File: src/rtl/single_port_ram.sv
// Synchronous single-port RAM with write-first registered read.
// Define SINGLE_PORT_RAM_OUTREG_EN to add a second output register (2-cycle read latency).
module single_port_ram #(
  parameter int unsigned DATA_WIDTH = 8,
  parameter int unsigned ADDR_WIDTH = 4
) (
  input  logic                  clk,
  input  logic                  rst,
  input  logic                  we,
  input  logic [ADDR_WIDTH-1:0] addr,
  input  logic [DATA_WIDTH-1:0] din,
  output logic [DATA_WIDTH-1:0] dout
);

  localparam int unsigned DEPTH = 2 ** ADDR_WIDTH;

  // Array starts zeroed and is never cleared by rst.
  logic [DATA_WIDTH-1:0] mem [DEPTH] = '{default: '0};
  logic [DATA_WIDTH-1:0] rd_q;

  always_ff @(posedge clk) begin
    if (rst) begin
      rd_q <= '0;
    end else if (we) begin
      mem[addr] <= din;
      rd_q      <= din;
    end else begin
      rd_q <= mem[addr];
    end
  end

`ifdef SINGLE_PORT_RAM_OUTREG_EN
  logic [DATA_WIDTH-1:0] out_q;

  always_ff @(posedge clk) begin
    if (rst) begin
      out_q <= '0;
    end else begin
      out_q <= rd_q;
    end
  end

  assign dout = out_q;
`else
  assign dout = rd_q;
`endif

endmodule

File: config.mk
export PLATFORM = sky130hd
export DESIGN_NAME = single_port_ram
export DESIGN_NICKNAME = d
export VERILOG_FILES = /design/src/rtl/single_port_ram.sv
export SDC_FILE = /design/constraint.sdc
export NUM_CORES = 1
export LEC_CHECK = 0
export ABC_AREA = 1
export CORE_ASPECT_RATIO = 1.4
export CORE_MARGIN = 2
export CORE_UTILIZATION = 30
export CTS_CLUSTER_DIAMETER = 200
export DETAILED_ROUTE_END_ITERATION = 8
export HOLD_SLACK_MARGIN = 0.03
export SYNTH_ARGS = -nofsm -noshare
export SYNTH_HDL_FRONTEND = slang
export SYNTH_SLANG_ARGS = --single-unit
File: constraint.sdc
create_clock -name clk -period 2.1 [get_ports clk]
set_input_delay 0.315 -clock clk [delete_from_list [all_inputs] [get_ports clk]]
set_output_delay 0.315 -clock clk [all_outputs]
set_load 0.05 [all_outputs]
==> results of run 1 <==
## report_power, final
part / internal, W / switching (W)
sequential: 0.00301 / 0.0000112
clock: 0.00187 / 0.00112
combinational: 0.000146 / 0.000318
## cell families after synthesis
kind of cell	after synthesis	share of synthesized area, %
buf+inv	34	2.94
flops	136	71.8
compound gates	8	0.718
simple gates	345	24.6
## final timing paths
kind / endpoint / slack [ns] / cells past startpoint
setup / recovery: dout[5] / 0.25 / 1
hold / removal: mem[8][7]$_DFFE_PP_ / 0.63 / 1
setup reg to reg: dout[7]$_SDFF_PP0_ / 0.91 / 8
hold reg to reg: dout[5]$_SDFF_PP0_ / 0.76 / 6
## registers in the layout, summed over array words and instances, names as in the netlist
| register | flops |
|---|---|
| dout | 8 |
| mem | 128 |
## area by class of cell
class / count / area, um2
Tap cell: 244 / 305
Fill cell: 1767 / 11500
Timing Repair Buffer: 58 / 536
Sequential cell: 136 / 4000
Clock buffer: 17 / 425
Inverter: 11 / 41.3
Clock inverter: 15 / 178
Multi-Input combinational cell: 353 / 1410
## stage by stage
step	utilization [%]	cell area (um2)
final	37.5	6900
after global routing	37.5	6900
after CTS	37.5	6900
after detailed placement	34.3	6300
after global placement	34.3	6300
after floorplan	-	5580
## Yosys cell counts
cell type  count  share of area [%]
clkbuf_1       4               0.27
nand4_1        8               0.90
buf_4          5               0.67
inv_1          9               0.61
nand2_1      257                 17
nor2_1        36                2.4
edfxtp_1     128                 69
buf_2         14                1.3
clkinv_1       1              0.067
inv_2          1              0.067
o21ai_0        8               0.72
dfxtp_1        8                2.9
nand3_1       44                3.9
## metal layers
metal / vias up / track usage [%]
met3: 37 / 3.09
met5: - / 0
met4: 0 / 7.47
li1: 1856 / -
met1: 1855 / 16.8
met2: 144 / 25.7
==> flow_metrics.tcl, run 1 <==
set metrics [dict create \
    outcome "finished clean" \
    drive_above_1_share_pct 11.7 \
    hold_path_class "input port to flip-flop" \
    drt-met1-wl_um 5420 \
    finalWorstSetupSlack_ns 0.254 \
    top_layer "met4" \
    mostFrequentLayoutCell "nand2_1" \
    cts.sinks 136 \
    cpPeakStageDelay_ns 0.80 \
    start_kind "flip-flop" \
    ys_warn_count 0 \
    cts_made_buffers 17 \
    wire_per_inst_um 16.6 \
    fmax_ghz 0.542 \
    crit_chain "clkdlybuf4s50_1" \
    dpl_worst_slack_ns 0.0166 \
    crit_family "buffers and inverters" \
    seq_area_frac_synth_pct 71.8 \
    grt_overflow 0 \
    crit_path_end_kind "primary output" \
    via_per_inst 4.67 \
    route.met3.wl_um 748 \
    path_clk_slew_ns 0.06 \
    fin_crit_ns 1.85 \
    first_iter_violations 375 \
    clock-root-buffer "clkbuf_16" \
    tightestPinTransition_ns 0.506 \
    drtPass1Iterations 5 \
    start_util_pct 30.3 \
    totalWireLength_um 13900 \
    syn-cell-area_um2 5580 \
    rows 59 \
    grt_pass1_wl_um 20900 \
    path_class "flip-flop to primary output" \
    report.final.slew_viol_count 0 \
    fin_skew_ns 0.00688 \
    tns_ns 0 \
    cts_setup_buffers 0 \
    most-common-layout-cells "nand2_1, edfxtp_1, nand3_1" \
    hold_start "din[7]" \
    antenna_found_initial 0 \
    p_per_area_nw_per_um2 937 \
    synth_fp_nets 538 \
    cts_resized 0 \
    grt_use_total_pct 14.6 \
    cts_tree "done" \
    clock_latency_ns 0.42 \
    finalHoldViolations 0 \
    cts_max_level 4 \
    core_um2 18400 \
    first_global_vias 3819 \
    io_pins 23 \
    synth_cell_types 13 \
    hpwl_um 9340 \
    ir_drop_mv 0.597 \
    path_buf_inv 1 \
    worst_ep_arrival_time_ns 1.53 \
    syn_to_final_growth_pct 23.7 \
    clockBufferDepth 2 \
    path_max_fanout 1 \
    synthCells 523 \
    place_congestion 0.919 \
    maxCapViolations 0 \
    critPathLaunch "dout[5]$_SDFF_PP0_" \
    numPlacedInstances 802 \
    grt_max_degree 50 \
    power_leakage_nw 2.72 \
    totalPowerFinal_w 0.00646 \
    ctsHoldBuffers 0 \
    rsz0062_at_grt "false" \
    fin_cells 834 \
    drc 0 \
    slew_headroom_pct 66.2 \
    ys_seq_elements 136 \
    fin_nets 592 \
    critPathSlowestCell "clkdlybuf4s50_1" \
    wl_met2_um 7200 \
    final.period_utilization_pct 87.9 \
    io_buffer_count 22 \
    ant_nets 0 \
    diodes 0 \
    vias 3892 \
    die_w_um 119 \
    syn_avg_cell_area_um2 10.7 \
    chipHeight_um 165 \
    dieArea_um2 19700 \
    hold_slack_ns 0.630 \
    setup_violations 0 \
    r2r_start "mem[15][7]$_DFFE_PP_" \
    critPathRequiredTime_ns 1.78 \
]
(Power assumes the default switching activity.)
==> run 2: changes to the inputs <==
--- a/config.mk
+++ b/config.mk
@@ -12,6 +12,7 @@
 export CTS_CLUSTER_DIAMETER = 200
 export DETAILED_ROUTE_END_ITERATION = 8
 export HOLD_SLACK_MARGIN = 0.03
+export PLACE_DENSITY = 0.48
 export SYNTH_ARGS = -nofsm -noshare
 export SYNTH_HDL_FRONTEND = slang
 export SYNTH_SLANG_ARGS = --single-unit
==> run 2 against run 1 <==
  * Flip-flop and latch count did not move
  * Non-clock buffer count increased by 3
  * Final area increased by 0.13%
  * Setup slack lost 0.036 ns
  * Global-route usage rose by 1.1 points
  * Clock power barely moved
  * Count of clock-buffer cells in the layout stayed put
  * Core utilization barely moved
  * Worst hold slack better by 0.043 ns
  * Highest routed layer unchanged
  * Critical endpoint is now dout[6]
  * Die area unchanged
==> flow_metrics.tcl, run 2 (synthesized netlist as in run 1, its figures left out) <==
set metrics [dict create \
    outcome "finished clean" \
    vias 3828 \
    via_per_inst 4.57 \
    start_kind "flip-flop" \
    slew_headroom_pct 60.9 \
    fmax_ghz 0.531 \
    seq_area_um2 4000 \
    critPathRequiredTime_ns 1.78 \
    cts.sinks 136 \
    ant_nets 0 \
    power_leakage_nw 2.72 \
    tns_ns 0 \
    grt_pass1_wl_um 22400 \
    setup_violations 0 \
    clock_latency_ns 0.42 \
    fillCellCount 1809 \
    rows 59 \
    multi_input_area_um2 1410 \
    top_layer "met4" \
    drc 0 \
    io_buffer_count 22 \
    syn_to_final_growth_pct 23.8 \
    p_per_area_nw_per_um2 933 \
    core_um2 18400 \
    grt_use_total_pct 15.6 \
    chipHeight_um 165 \
    first_iter_violations 254 \
    hold_path_class "input port to flip-flop" \
    totalPowerFinal_w 0.00645 \
    ir_drop_mv 0.478 \
    finalHoldViolations 0 \
    crit_chain "clkdlybuf4s50_1" \
    clockBufferDepth 2 \
    drtPass1Iterations 5 \
    cts_made_buffers 17 \
    cts_setup_buffers 0 \
    start_util_pct 30.3 \
    hpwl_um 9960 \
    totalWireLength_um 14500 \
    first_global_vias 3912 \
    cpPeakStageDelay_ns 0.81 \
    io_pins 23 \
    tightestPinTransition_ns 0.584 \
    crit_path_end_kind "primary output" \
    diodes 0 \
    cts_resized 0 \
    fin_nets 595 \
    path_max_fanout 1 \
    most-common-layout-cells "nand2_1, edfxtp_1, nand3_1" \
    cts_max_level 4 \
    largest-register "mem" \
    path_clk_slew_ns 0.06 \
    largest_reg_flops 128 \
    final.period_utilization_pct 89.6 \
    drive_above_1_share_pct 12.1 \
    ctsHoldBuffers 0 \
    path_buf_inv 1 \
    fin_crit_ns 1.88 \
    clock-root-buffer "clkbuf_16" \
    critPathSlowestCell "clkdlybuf4s50_1" \
    die_w_um 119 \
    wire_per_inst_um 17.4 \
    fin_skew_ns 0.00601 \
    dieArea_um2 19700 \
    mostFrequentLayoutCell "nand2_1" \
    worst_ep_arrival_time_ns 1.57 \
    path_class "flip-flop to primary output" \
    grt_max_degree 43 \
    fin_util_pct 37.6 \
    antenna_found_initial 0 \
    cts_tree "done" \
    rsz0062_at_grt "false" \
    route.met3.wl_um 603 \
    place_congestion 0.884 \
    crit_family "buffers and inverters" \
    maxCapViolations 0 \
    report.final.slew_viol_count 0 \
    grt_overflow 0 \
    drt-met1-wl_um 5890 \
    wl_met2_um 7650 \
]
[run 2: changes by cell type in the layout (fill, tap and decap cells not counted)]
cell,previous run,this run
clkinv_4,3,1
clkinv_2,2,0
bufinv_16,3,2
buf_4,32,35
inv_6,2,7
[run 2: final timing paths]
path | start | slack [ns] | end | depth (start not counted)
setup / recovery | dout[6]$_SDFF_PP0_ | 0.22 | dout[6] | 1
hold / removal | addr[0] | 0.67 | dout[3]$_SDFF_PP0_ | 8
setup reg to reg | mem[15][0]$_DFFE_PP_ | 0.93 | dout[0]$_SDFF_PP0_ | 8
hold reg to reg | mem[8][3]$_DFFE_PP_ | 0.74 | dout[3]$_SDFF_PP0_ | 6
[run 2: power by group]
| part | total (W) | internal [W] | switching, W |
|---|---|---|---|
| registers | 0.00302 | 0.00301 | 0.0000115 |
| logic | 0.000470 | 0.000148 | 0.000322 |
| clock network | 0.00296 | 0.00177 | 0.00119 |
| total | 0.00645 | 0.00492 | 0.00152 |
[run 2: cell type report]
type	instances	area share, %
sequential	136	58.0
multi-input combinational	353	20.4
timing repair buffer	61	8.08
clock buffer	17	6.16
tap	244	4.42
clock inverter	15	2.37
inverter	11	0.598
[run 2: per-layer routing]
layer	global-route usage (%)	vias to the layer above
li1	-	1868
met1	17.6	1818
met2	28.8	116
met3	2.92	26
met4	6.98	0
met5	0	-
[run 2: per-stage QoR]
stage,setup WS [ns],hold slack [ns],std cells,instance area [um2]
floorplan,0.436,0.414,523,5580
global placement,0.0390,0.730,805,6320
detailed placement,0.0148,0.716,805,6320
CTS,0.184,0.667,837,6910
global route,0.163,0.714,837,6910
finish,0.218,0.673,837,6910
==> run 3: changes to the inputs <==
--- a/config.mk
+++ b/config.mk
@@ -10,6 +10,7 @@
 export CORE_MARGIN = 2
 export CORE_UTILIZATION = 30
 export CTS_CLUSTER_DIAMETER = 200
+export CTS_CLUSTER_SIZE = 16
 export DETAILED_ROUTE_END_ITERATION = 8
 export HOLD_SLACK_MARGIN = 0.03
 export PLACE_DENSITY = 0.48
==> results of run 3 <==
Final layout, timing and power as in run 2 (identical DEF).
